<file path="src/rtl/dmem_arbiter.sv">
// Two-port round-robin arbiter in front of a single data-memory port.
// One access at a time: IDLE samples requests, BUSY holds the latched command
// until mem_ready or timeout, DONE pulses the granted requester's done.
module dmem_arbiter #(
   parameter int unsigned ADDR_W  = 32,
   parameter int unsigned DATA_W  = 32,
   parameter int unsigned TIMEOUT = 16
) (
   input  logic                clk,
   input  logic                rst,
   input  logic                p0_req,
   input  logic                p0_we,
   input  logic [ADDR_W-1:0]   p0_addr,
   input  logic [DATA_W-1:0]   p0_wdata,
   input  logic [DATA_W/8-1:0] p0_wmask,
   output logic                p0_done,
   output logic                p0_err,
   output logic [DATA_W-1:0]   p0_rdata,
   input  logic                p1_req,
   input  logic                p1_we,
   input  logic [ADDR_W-1:0]   p1_addr,
   input  logic [DATA_W-1:0]   p1_wdata,
   input  logic [DATA_W/8-1:0] p1_wmask,
   output logic                p1_done,
   output logic                p1_err,
   output logic [DATA_W-1:0]   p1_rdata,
   output logic                mem_req,
   output logic                mem_we,
   output logic [ADDR_W-1:0]   mem_addr,
   output logic [DATA_W-1:0]   mem_wdata,
   output logic [DATA_W/8-1:0] mem_wmask,
   input  logic [DATA_W-1:0]   mem_rdata,
   input  logic                mem_ready
);

   localparam int unsigned CNT_W   = 8;
   localparam logic [CNT_W-1:0] CNT_MAX = CNT_W'(TIMEOUT);

   typedef enum logic [1:0] {IDLE, BUSY, DONE} state_t;

   state_t              state_q, state_d;
   logic [CNT_W-1:0]    cnt_q, cnt_d;
   logic                last_grant_q, last_grant_d;
   logic                grant_q, grant_d;
   logic                cmd_we_q, cmd_we_d;
   logic [ADDR_W-1:0]   cmd_addr_q, cmd_addr_d;
   logic [DATA_W-1:0]   cmd_wdata_q, cmd_wdata_d;
   logic [DATA_W/8-1:0] cmd_wmask_q, cmd_wmask_d;
   logic                mem_req_q, mem_req_d;
   logic                p0_done_q, p0_done_d;
   logic                p1_done_q, p1_done_d;
   logic                p0_err_q, p0_err_d;
   logic                p1_err_q, p1_err_d;
   logic [DATA_W-1:0]   p0_rdata_q, p0_rdata_d;
   logic [DATA_W-1:0]   p1_rdata_q, p1_rdata_d;
   logic                win;
   logic                hit_limit;
   logic [DATA_W-1:0]   ld_data;

   // Next-state, arbitration and registered-output computation
   always_comb begin
      state_d      = state_q;
      cnt_d        = cnt_q;
      last_grant_d = last_grant_q;
      grant_d      = grant_q;
      cmd_we_d     = cmd_we_q;
      cmd_addr_d   = cmd_addr_q;
      cmd_wdata_d  = cmd_wdata_q;
      cmd_wmask_d  = cmd_wmask_q;
      mem_req_d    = 1'b0;
      p0_done_d    = 1'b0;
      p1_done_d    = 1'b0;
      p0_err_d     = 1'b0;
      p1_err_d     = 1'b0;
      p0_rdata_d   = '0;
      p1_rdata_d   = '0;
      // on a tie the port that was not granted last wins
      win          = p0_req ? (p1_req & ~last_grant_q) : p1_req;
      hit_limit    = ((cnt_q + CNT_W'(1)) == CNT_MAX);
      ld_data      = cmd_we_q ? '0 : mem_rdata;

      case (state_q)
         IDLE: begin
            if (p0_req || p1_req) begin
               state_d      = BUSY;
               grant_d      = win;
               last_grant_d = win;
               cnt_d        = '0;
               mem_req_d    = 1'b1;
               cmd_we_d     = win ? p1_we    : p0_we;
               cmd_addr_d   = win ? p1_addr  : p0_addr;
               cmd_wdata_d  = win ? p1_wdata : p0_wdata;
               cmd_wmask_d  = win ? p1_wmask : p0_wmask;
            end
         end
         BUSY: begin
            if (mem_ready) begin
               state_d    = DONE;
               p0_done_d  = ~grant_q;
               p1_done_d  = grant_q;
               p0_rdata_d = grant_q ? '0 : ld_data;
               p1_rdata_d = grant_q ? ld_data : '0;
            end else if (hit_limit) begin
               state_d   = DONE;
               p0_done_d = ~grant_q;
               p1_done_d = grant_q;
               p0_err_d  = ~grant_q;
               p1_err_d  = grant_q;
            end else begin
               cnt_d     = cnt_q + CNT_W'(1);
               mem_req_d = 1'b1;
            end
         end
         DONE: begin
            state_d = IDLE;
         end
         default: begin
            state_d = IDLE;
         end
      endcase
   end

   // State and output registers, asynchronously cleared
   always_ff @(posedge clk or posedge rst) begin
      if (rst) begin
         state_q      <= IDLE;
         cnt_q        <= '0;
         last_grant_q <= 1'b1;
         grant_q      <= 1'b0;
         cmd_we_q     <= 1'b0;
         cmd_addr_q   <= '0;
         cmd_wdata_q  <= '0;
         cmd_wmask_q  <= '0;
         mem_req_q    <= 1'b0;
         p0_done_q    <= 1'b0;
         p1_done_q    <= 1'b0;
         p0_err_q     <= 1'b0;
         p1_err_q     <= 1'b0;
         p0_rdata_q   <= '0;
         p1_rdata_q   <= '0;
      end else begin
         state_q      <= state_d;
         cnt_q        <= cnt_d;
         last_grant_q <= last_grant_d;
         grant_q      <= grant_d;
         cmd_we_q     <= cmd_we_d;
         cmd_addr_q   <= cmd_addr_d;
         cmd_wdata_q  <= cmd_wdata_d;
         cmd_wmask_q  <= cmd_wmask_d;
         mem_req_q    <= mem_req_d;
         p0_done_q    <= p0_done_d;
         p1_done_q    <= p1_done_d;
         p0_err_q     <= p0_err_d;
         p1_err_q     <= p1_err_d;
         p0_rdata_q   <= p0_rdata_d;
         p1_rdata_q   <= p1_rdata_d;
      end
   end

   assign mem_req   = mem_req_q;
   assign mem_we    = cmd_we_q;
   assign mem_addr  = cmd_addr_q;
   assign mem_wdata = cmd_wdata_q;
   assign mem_wmask = cmd_wmask_q;
   assign p0_done   = p0_done_q;
   assign p1_done   = p1_done_q;
   assign p0_err    = p0_err_q;
   assign p1_err    = p1_err_q;
   assign p0_rdata  = p0_rdata_q;
   assign p1_rdata  = p1_rdata_q;

endmodule

</file>
<file path="config.mk">
export PLATFORM = sky130hd
export DESIGN_NAME = dmem_arbiter
export DESIGN_NICKNAME = d
export VERILOG_FILES = /design/src/rtl/dmem_arbiter.sv
export SDC_FILE = /design/constraint.sdc
export NUM_CORES = 1
export LEC_CHECK = 0
export CORE_MARGIN = 10
export CORE_UTILIZATION = 36
export DETAILED_ROUTE_END_ITERATION = 6
export MAX_ROUTING_LAYER = met4
export PLACE_DENSITY_LB_ADDON = 0.15
export SYNTH_ARGS = -nofsm -noshare
export SYNTH_HDL_FRONTEND = slang
export SYNTH_SLANG_ARGS = --single-unit
</file>
<file path="constraint.sdc">
create_clock -name clk -period 4.1 [get_ports clk]
set_clock_uncertainty 0.05 [all_clocks]
set_input_delay 0.41 -clock clk [delete_from_list [all_inputs] [get_ports clk]]
set_output_delay 0.41 -clock clk [all_outputs]
set_load 0.005 [all_outputs]
</file>
==> flow_summary.html, run 1 <==
<table>
<tr><th>Metric</th><th>Value</th></tr>
<tr><th colspan="2">Worst setup path</th></tr>
<tr><td>Library cell contributing the largest single delay on the critical path</td><td>a21boi_4</td></tr>
<tr><td>Crit path DAT</td><td>between 2 and 2.5 ns</td></tr>
<tr><td>Worst stage delay on the critical path</td><td>0.65 ns</td></tr>
<tr><td>Cell family contributing the most delay on the critical path</td><td>buffers and inverters</td></tr>
<tr><td>Start point of the critical path</td><td>p1_req</td></tr>
<tr><td>Sum of buffers and inverters on the critical path</td><td>2</td></tr>
<tr><td>Max FO, Critical Path</td><td>19</td></tr>
<tr><td>WS Path Type</td><td>in2reg</td></tr>
<tr><td>Worst Path Required</td><td>~4.3 ns</td></tr>
<tr><td>Kind of end point of the critical path</td><td>flip-flop</td></tr>
<tr><td>Worst reg2reg path startpoint</td><td>state_q[1]</td></tr>
<tr><td>Crit-path cells</td><td>clkdlybuf4s50_1 -&gt; a21boi_4 -&gt; buf_4 -&gt; mux2i_1 -&gt; o21ai_0</td></tr>
<tr><td>Launching element type of the critical path</td><td>input pin</td></tr>
<tr><th colspan="2">Layout</th></tr>
<tr><td>Antenna diode count</td><td>0</td></tr>
<tr><td>Register Area</td><td>between 3000 and 4000 um2</td></tr>
<tr><td>Fin util</td><td>60.3%</td></tr>
<tr><td>Growth of design area from synthesis to finish</td><td>65.1%</td></tr>
<tr><td>Number of standard cells in the layout, taps in and fillers out</td><td>1061</td></tr>
<tr><td>Nets@finish</td><td>about 1000</td></tr>
<tr><td>Number of fillers in the final layout</td><td>1355</td></tr>
<tr><td>Total area of multi-input combinational cells</td><td>about 2100 um2</td></tr>
<tr><td>Share of final-layout standard cells stronger than drive strength 1</td><td>under 10%</td></tr>
<tr><th colspan="2">Drt</th></tr>
<tr><td>Antenna violation net count after detailed routing</td><td>0</td></tr>
<tr><td>Number of DRC markers after the initial detailed-route iteration</td><td>158</td></tr>
<tr><td>Avg Vias per Cell</td><td>4.59</td></tr>
<tr><td>Met2 WL post-DR</td><td>9.73 mm</td></tr>
<tr><td>Vias post-DR</td><td>approximately 4900</td></tr>
<tr><td>Routed length per instance</td><td>between 15 and 20 um</td></tr>
<tr><td>Wire length on met3</td><td>1.91 mm</td></tr>
<tr><td>Final Routed Wirelength</td><td>between 15 and 20 mm</td></tr>
<tr><td>Wl on met1</td><td>about 7.3 mm</td></tr>
<tr><td>Number of detailed-routing iterations run before antenna repair</td><td>4</td></tr>
<tr><td>Highest routed layer</td><td>met4</td></tr>
<tr><td>DRC violation count after routing</td><td>0</td></tr>
<tr><th colspan="2">Yosys</th></tr>
<tr><td>Number of warnings issued by yosys</td><td>0</td></tr>
<tr><td>Distinct cell type count after synthesis</td><td>42</td></tr>
<tr><td>Most used DFF post-synth</td><td>dfrtp_1</td></tr>
<tr><td>Async set-or-reset flop fraction in the synthesized netlist</td><td>between 90% and 100%</td></tr>
<tr><td>Nets in the synthesized netlist</td><td>approximately 700</td></tr>
<tr><td>Post-Syn Area per Cell</td><td>~12 um2</td></tr>
<tr><td>Adder and majority cell fraction of the synthesized area</td><td>0.415%</td></tr>
<tr><td>Synth Area in Compound Gates</td><td>8.19%</td></tr>
<tr><td>Post-synthesis xor/xnor area fraction</td><td>less than 1%</td></tr>
<tr><td>Part of the Yosys area used for sequential elements</td><td>~62%</td></tr>
<tr><td>Cell count after synthesis</td><td>about 520</td></tr>
<tr><td>Synth Register Bits</td><td>150</td></tr>
<tr><td>Fraction of the mapped netlist area in simple logic gates</td><td>between 10% and 20%</td></tr>
<tr><td>Mux share of post-synthesis cell area</td><td>a little under an eighth</td></tr>
<tr><td>Largest family of logic cells by synthesized area</td><td>simple AND/OR/NAND/NOR gates</td></tr>
<tr><td>Count of flip-flops with a built-in enable after synthesis</td><td>0</td></tr>
<tr><td>Summed instance area of the synthesized netlist</td><td>a little over 6000 um2</td></tr>
<tr><th colspan="2">Clocking</th></tr>
<tr><td>Post-CTS Setup Repair Bufs</td><td>0</td></tr>
<tr><td>Clk root buf</td><td>clkbuf_16</td></tr>
<tr><td>Maximum clock path buffer count</td><td>2</td></tr>
<tr><td>Clock tree from TritonCTS</td><td>done</td></tr>
<tr><td>Number of hold buffers added after cts</td><td>0</td></tr>
<tr><td>Post-CTS resize count</td><td>0</td></tr>
<tr><td>Later-pin clock latency in the skew report</td><td>approximately 0.41 ns</td></tr>
<tr><td>Max H-tree Level</td><td>4</td></tr>
<tr><td>Register clock-pin slew on the reported worst setup and hold paths</td><td>around 0.060 ns</td></tr>
<tr><td>CTS Buf Count</td><td>17</td></tr>
<tr><td>Number of clock sinks seen by CTS</td><td>150</td></tr>
<tr><th colspan="2">Floorplanning</th></tr>
<tr><td>Die outline height</td><td>approximately 150 um</td></tr>
<tr><td>Die Width</td><td>between 100 and 150 um</td></tr>
<tr><td>Area inside the core boundary</td><td>approximately 17000 um2</td></tr>
<tr><td>Initial core utilization</td><td>a little over a third</td></tr>
<tr><td>Total die area</td><td>about 22000 um2</td></tr>
<tr><td>Count of standard-cell rows</td><td>47</td></tr>
<tr><td>Count of boundary I/O pins</td><td>roughly 310</td></tr>
<tr><th colspan="2">GRT</th></tr>
<tr><td>Wire length of the first global-routing pass</td><td>around 30 mm</td></tr>
<tr><td>Vias in the first global route</td><td>between 5000 and 6000</td></tr>
<tr><td>Total GRT Usage</td><td>17.6%</td></tr>
<tr><td>Antenna violations before repair</td><td>0</td></tr>
<tr><td>Largest net degree at the start of global routing</td><td>just over 100</td></tr>
<tr><td>Overflow after GRT</td><td>0</td></tr>
<tr><th colspan="2">Timing</th></tr>
<tr><td>Worst hold margin</td><td>between 0.4 and 0.5 ns</td></tr>
<tr><td>Final max-slew violation count</td><td>0</td></tr>
<tr><td>Number of hold-slack violations in the final timing report</td><td>0</td></tr>
<tr><td>Setup total negative slack</td><td>0 ns</td></tr>
<tr><td>Ratio of final minimum period to clock period</td><td>a little over half</td></tr>
<tr><td>Post-layout min period</td><td>around 2.2 ns</td></tr>
<tr><td>Setup repair after global routing missed its margin</td><td>no</td></tr>
<tr><td>Peak Freq</td><td>roughly 450 MHz</td></tr>
<tr><td>Final setup vio count</td><td>0</td></tr>
<tr><td>Slew HR</td><td>44.7%</td></tr>
<tr><td>Slew at the pin closest to its max-slew limit</td><td>0.830 ns</td></tr>
<tr><td>Slack of the critical path</td><td>between 1.5 and 2 ns</td></tr>
<tr><th colspan="2">Placed design</th></tr>
<tr><td>PortBufs</td><td>~310</td></tr>
<tr><td>Half-perimeter wire length after detailed placement</td><td>~15 mm</td></tr>
<tr><td>Worst slack, placed</td><td>1.44 ns</td></tr>
<tr><td>Final estimated routing congestion in global placement</td><td>around 0.84</td></tr>
<tr><td>Placed Instances</td><td>between 1000 and 1500</td></tr>
<tr><th colspan="2">Power and ir drop</th></tr>
<tr><td>Leakage power</td><td>about 4.6 nW</td></tr>
<tr><td>Pwr Density</td><td>approximately 560 nW/um2</td></tr>
<tr><td>Highest ir drop seen on vdd</td><td>between 0.3 and 0.4 mV</td></tr>
<tr><th colspan="2">Worst hold path</th></tr>
<tr><td>Worst hold path startpoint</td><td>mem_addr[5]</td></tr>
<tr><td>Type of the most critical hold path</td><td>reg2reg</td></tr>
<tr><th colspan="2">Job</th></tr>
<tr><td>Max Cap Viol</td><td>0</td></tr>
<tr><th colspan="2">Run status</th></tr>
<tr><td>Result of the run</td><td>complete, no violations</td></tr>
</table>
==> cells by family after synthesis <==
| logic type | count (synthesis) |
|---|---|
| flip-flops | 150 |
| AND/OR/NAND/NOR | 170 |
| adder cells (fa/ha/maj) | 2 |
| multiplexers | 70 |
| XOR/XNOR | 4 |
| buffers and inverters | 39 |
| AO/OA/AOI/OAI | 86 |
==> Yosys cell counts, types with 2 or more instances <==
cell	number	share of area, %
mux2i_1	70	12
buf_2	7	0.58
nand3_1	2	0.17
xor2_1	2	0.29
clkbuf_1	23	1.4
inv_1	4	0.25
nor2_1	9	0.56
nand2_1	80	5.0
nor3b_1	3	0.37
xnor2_1	2	0.29
o2bb2ai_1	2	0.29
dfrtp_1	149	62
and2_1	32	3.3
ha_1	2	0.41
and3_1	33	3.4
nor2b_1	2	0.21
nor3_1	2	0.17
o21ai_0	70	5.8
buf_1	3	0.19
a211o_1	2	0.29
==> tightest hold or removal path, delay by kind of cell (launching register included) <==
kind	cells	cell delay, ns
DFF	1	0.34
AOI/OAI and AO/OA	1	0.05
and+or+nand+nor	1	0.04
==> final cells by class <==
type,instances,share of cell area (%)
Sequential cell,150,37.7
Timing Repair Buffer,323,32.4
Multi-Input combinational cell,332,21.5
Clock buffer,20,4.38
Tap cell,220,2.76
Clock inverter,12,1.04
Inverter,4,0.188
==> sequential cells by signal (all words and copies together) (netlist names), 2 cells and up <==
name       count
state_q        2
cnt_q          8
p0_rdata      32
mem_wdata     32
mem_wmask      4
mem_addr      32
p1_rdata      32
==> report_power, final <==
group / total [mW] / internal [mW] / switching, mW / leakage [nW]
logic: 2.03 / 1.14 / 0.898 / 2.33
registers: 2.15 / 1.92 / 0.234 / 1.96
clock network: 1.43 / 0.833 / 0.592 / 0.260
==> cells in the final DEF, fill, tap and decap left out, types with 3 or more instances in the layout <==
cell type	instances
clkdlybuf4s50_1	312
dfrtp_1	149
nand2_1	80
mux2i_1	70
o21ai_0	70
and3_1	33
and2_1	32
clkbuf_16	17
nor2_1	9
buf_4	9
clkinv_2	5
clkinvlp_4	4
nor3b_1	3
inv_1	3
clkbuf_1	3
==> metrics by stage <==
stage | instance area (um2) | power (mW)
after global routing | 9960 | 5.99
after global placement | 9420 | 4.20
after CTS | 9960 | 5.70
final | 9960 | 5.61
after floorplan | 6040 | 2.94
after detailed placement | 9420 | 4.26
==> per-layer routing <==
metal / GRT usage, % / vias up
li1: - / 2379
met1: 18.2 / 2248
met2: 29.8 / 217
met3: 6.70 / 31
met4: 6.48 / 0
met5: - / -
==> final timing paths <==
kind / slack [ns] / endpoint / cells after the start
worst min register to register: 0.42 / mem_addr[5] / 2
worst max-delay path: 1.89 / mem_wdata[31] / 5
worst min-delay path: 0.42 / mem_addr[5] / 2
max in group asynchronous: 3.06 / p1_rdata[15] / 3
worst max register to register: 1.96 / p0_rdata[21] / 6
min in group asynchronous: 0.44 / mem_addr[14] / 3
Note: power is estimated with default switching activity, not from simulation.
==> run 2, diff against run 1 <==
clock period = 1.95 ns   (was 4.1 ns; I/O delays follow)
==> flow_summary.html, run 2 (synthesis results as in run 1) <==
<table>
<tr><th>Metric</th><th>Value</th></tr>
<tr><th colspan="2">Run status</th></tr>
<tr><td>Result of the run</td><td>complete, no violations</td></tr>
<tr><th colspan="2">GRT</th></tr>
<tr><td>Antenna violations before repair</td><td>0 (unchanged)</td></tr>
<tr><td>Vias in the first global route</td><td>5455 (+2.0%)</td></tr>
<tr><td>Total GRT Usage</td><td>18.3% (+0.75 points)</td></tr>
<tr><td>Largest net degree at the start of global routing</td><td>103 (+2.0%)</td></tr>
<tr><td>Wire length of the first global-routing pass</td><td>30.7 mm (+4.4%)</td></tr>
<tr><td>Overflow after GRT</td><td>0 (unchanged)</td></tr>
<tr><th colspan="2">Drt</th></tr>
<tr><td>Number of DRC markers after the initial detailed-route iteration</td><td>241 (+53%)</td></tr>
<tr><td>Routed length per instance</td><td>18.7 um (+1.8%)</td></tr>
<tr><td>Met2 WL post-DR</td><td>10.2 mm (+5.0%)</td></tr>
<tr><td>Antenna violation net count after detailed routing</td><td>0 (unchanged)</td></tr>
<tr><td>Wire length on met3</td><td>1.78 mm (-6.5%)</td></tr>
<tr><td>DRC violation count after routing</td><td>0 (unchanged)</td></tr>
<tr><td>Highest routed layer</td><td>met4</td></tr>
<tr><td>Vias post-DR</td><td>4978 (+2.1%)</td></tr>
<tr><td>Wl on met1</td><td>7.97 mm (+8.5%)</td></tr>
<tr><td>Number of detailed-routing iterations run before antenna repair</td><td>6 (+2)</td></tr>
<tr><td>Final Routed Wirelength</td><td>20.2 mm (+3.6%)</td></tr>
<tr><td>Avg Vias per Cell</td><td>4.61 (+0.32%)</td></tr>
<tr><th colspan="2">Placed design</th></tr>
<tr><td>Final estimated routing congestion in global placement</td><td>0.837 (about the same)</td></tr>
<tr><td>Worst slack, placed</td><td>-0.0496 ns (-1.49 ns)</td></tr>
<tr><td>Cell area after placement</td><td>9600 um2 (+1.9%)</td></tr>
<tr><td>PortBufs</td><td>312 (unchanged)</td></tr>
<tr><td>Half-perimeter wire length after detailed placement</td><td>15.8 mm (+2.3%)</td></tr>
<tr><th colspan="2">Layout</th></tr>
<tr><td>Most common cell after layout, fill and taps aside</td><td>clkdlybuf4s50_1</td></tr>
<tr><td>Total non-filler cell area in the finished layout</td><td>10200 um2 (+2.8%)</td></tr>
<tr><td>Growth of design area from synthesis to finish</td><td>69.7%</td></tr>
<tr><td>Nets@finish</td><td>1024 (+1.9%)</td></tr>
<tr><td>Register Area</td><td>3760 um2 (about the same)</td></tr>
<tr><td>Fin util</td><td>62.0% (+1.7 points)</td></tr>
<tr><td>Number of fillers in the final layout</td><td>1312 (-3.2%)</td></tr>
<tr><td>Share of final-layout standard cells stronger than drive strength 1</td><td>9.65% (+3.3 points)</td></tr>
<tr><td>Antenna diode count</td><td>0 (unchanged)</td></tr>
<tr><td>Leading cell types in the layout, fill and taps excluded</td><td>312 x clkdlybuf4s50_1, 146 x dfrtp_1, 80 x nand2_1, 70 x mux2i_1, 70 x o21ai_0</td></tr>
<tr><td>Total area of multi-input combinational cells</td><td>2180 um2 (+1.9%)</td></tr>
<tr><th colspan="2">Power and ir drop</th></tr>
<tr><td>Leakage power</td><td>4.68 nW (+2.9%)</td></tr>
<tr><td>Pwr Density</td><td>1200 nW/um2 (+110%)</td></tr>
<tr><td>Highest ir drop seen on vdd</td><td>0.648 mV (+82%)</td></tr>
<tr><td>Total chip power</td><td>12.3 mW (+120%)</td></tr>
<tr><th colspan="2">Timing</th></tr>
<tr><td>Final max-slew violation count</td><td>0 (unchanged)</td></tr>
<tr><td>Post-layout min period</td><td>1.90 ns</td></tr>
<tr><td>Number of hold-slack violations in the final timing report</td><td>0 (unchanged)</td></tr>
<tr><td>Slack of the critical path</td><td>0.0550 ns (-1.84 ns)</td></tr>
<tr><td>Final setup vio count</td><td>0 (unchanged)</td></tr>
<tr><td>Slew HR</td><td>75.7% (+31 points)</td></tr>
<tr><td>Slew at the pin closest to its max-slew limit</td><td>0.364 ns (-0.466 ns)</td></tr>
<tr><td>Peak Freq</td><td>528 MHz</td></tr>
<tr><td>Ratio of final minimum period to clock period</td><td>a little over nine tenths</td></tr>
<tr><td>Worst hold margin</td><td>0.0487 ns (-0.373 ns)</td></tr>
<tr><th colspan="2">Worst setup path</th></tr>
<tr><td>Worst reg2reg path startpoint</td><td>cnt_q[1]</td></tr>
<tr><td>Capture point of the critical path</td><td>cnt_q[2]</td></tr>
<tr><td>Crit-path cells</td><td>buf_4 -&gt; and4_4 -&gt; a22oi_2 -&gt; nor3_2 -&gt; a21o_2 -&gt; a211o_1</td></tr>
<tr><td>Max FO, Critical Path</td><td>7 (-12)</td></tr>
<tr><td>Worst Path Required</td><td>2.20 ns (-2.11 ns)</td></tr>
<tr><td>Reg2reg end</td><td>cnt_q[2]</td></tr>
<tr><td>Crit path DAT</td><td>2.14 ns (-0.27 ns)</td></tr>
<tr><td>Worst stage delay on the critical path</td><td>0.43 ns (-0.22 ns)</td></tr>
<tr><td>Kind of end point of the critical path</td><td>flip-flop</td></tr>
<tr><td>Setup slack of the worst register-to-register path</td><td>0.05 ns (-1.91 ns)</td></tr>
<tr><td>Start point of the critical path</td><td>cnt_q[1]</td></tr>
<tr><td>Library cell contributing the largest single delay on the critical path</td><td>dfrtp_1</td></tr>
<tr><td>Logic depth of the worst register-to-register path</td><td>6 (unchanged)</td></tr>
<tr><td>Launching element type of the critical path</td><td>flip-flop</td></tr>
<tr><td>WS Path Type</td><td>reg2reg</td></tr>
<tr><th colspan="2">Clocking</th></tr>
<tr><td>Number of clock sinks seen by CTS</td><td>150 (unchanged)</td></tr>
<tr><td>CTS Buf Count</td><td>17 (unchanged)</td></tr>
<tr><td>Clk root buf</td><td>clkbuf_16</td></tr>
<tr><td>Max H-tree Level</td><td>4 (unchanged)</td></tr>
<tr><td>Later-pin clock latency in the skew report</td><td>0.41 ns (about the same)</td></tr>
<tr><td>Number of hold buffers added after cts</td><td>0 (unchanged)</td></tr>
<tr><td>Register clock-pin slew on the reported worst setup and hold paths</td><td>0.07 ns (about the same)</td></tr>
<tr><td>Maximum clock path buffer count</td><td>2 (unchanged)</td></tr>
<tr><td>Clock tree from TritonCTS</td><td>done</td></tr>
<tr><th colspan="2">Job</th></tr>
<tr><td>Max Cap Viol</td><td>0 (unchanged)</td></tr>
<tr><th colspan="2">Floorplanning</th></tr>
<tr><td>Initial core utilization</td><td>36.5% (unchanged)</td></tr>
<tr><td>Area inside the core boundary</td><td>16500 um2 (unchanged)</td></tr>
<tr><td>Count of standard-cell rows</td><td>47 (unchanged)</td></tr>
<tr><td>Count of boundary I/O pins</td><td>313 (unchanged)</td></tr>
<tr><td>Total die area</td><td>22300 um2 (unchanged)</td></tr>
<tr><td>Die outline height</td><td>149 um (unchanged)</td></tr>
<tr><td>Die Width</td><td>149 um (unchanged)</td></tr>
<tr><th colspan="2">Worst hold path</th></tr>
<tr><td>Type of the most critical hold path</td><td>in2async</td></tr>
</table>
[run 2: cell type report]
type                       count  share of cell area (%)
inverter                       4                   0.183
clock buffer                  17                    4.15
sequential                   150                    36.7
timing repair buffer         342                    33.6
multi-input combinational    332                    21.3
clock inverter                15                    1.41
tap                          220                    2.69
[run 2: per-stage QoR]
stage	TNS [ns]	instances
2_1_floorplan	-27.29	521
3_3_place_gp	0	1044
3_5_place_dp	-0.104	1044
4_1_cts	0	1078
5_1_grt	-0.00586	1080
6_report	0	1080
[run 2: critical path, delay by kind of cell, from the launching register on]
kind / cells / cell delay, ns
AOI/OAI and AO/OA: 3 / 0.85
DFF: 1 / 0.43
and+or+nand+nor: 2 / 0.28
buffers and inverters: 1 / 0.17
[run 2: layer usage]
metal / vias to the layer above / global-route usage (%)
met5: - / -
met4: 0 / 5.10
met3: 15 / 6.31
met2: 209 / 30.1
met1: 2339 / 20.9
li1: 2415 / -
[run 2: what timing repair did]
item	in CTS	in global routing
buffers inserted	2	2
cloned	0	0
setup endpoints to repair	3	6
gates resized for setup	3	8
pin swaps	1	1
[run 2: report_power, final]
part / leakage [nW] / internal, mW / switching, mW / total [mW]
logic: 2.45 / 2.55 / 1.97 / 4.52
registers: 1.96 / 4.04 / 0.528 / 4.56
clock network: 0.279 / 1.79 / 1.37 / 3.16
total: 4.68 / 8.38 / 3.87 / 12.3
[run 2: how the worst min path moves through the flow]
stage	cells after the start	from	slack [ns]	to
final	2	rst	0.05	mem_wdata[20]
after global routing	2	rst	0.05	mem_wdata[20]
after floorplan	2	mem_rdata[31]	0.25	p0_rdata[31]
after detailed placement	2	mem_wmask[1]	0.42	mem_wmask[1]
after global placement	2	mem_addr[3]	0.41	mem_addr[3]
after CTS	2	rst	0.03	mem_wdata[20]
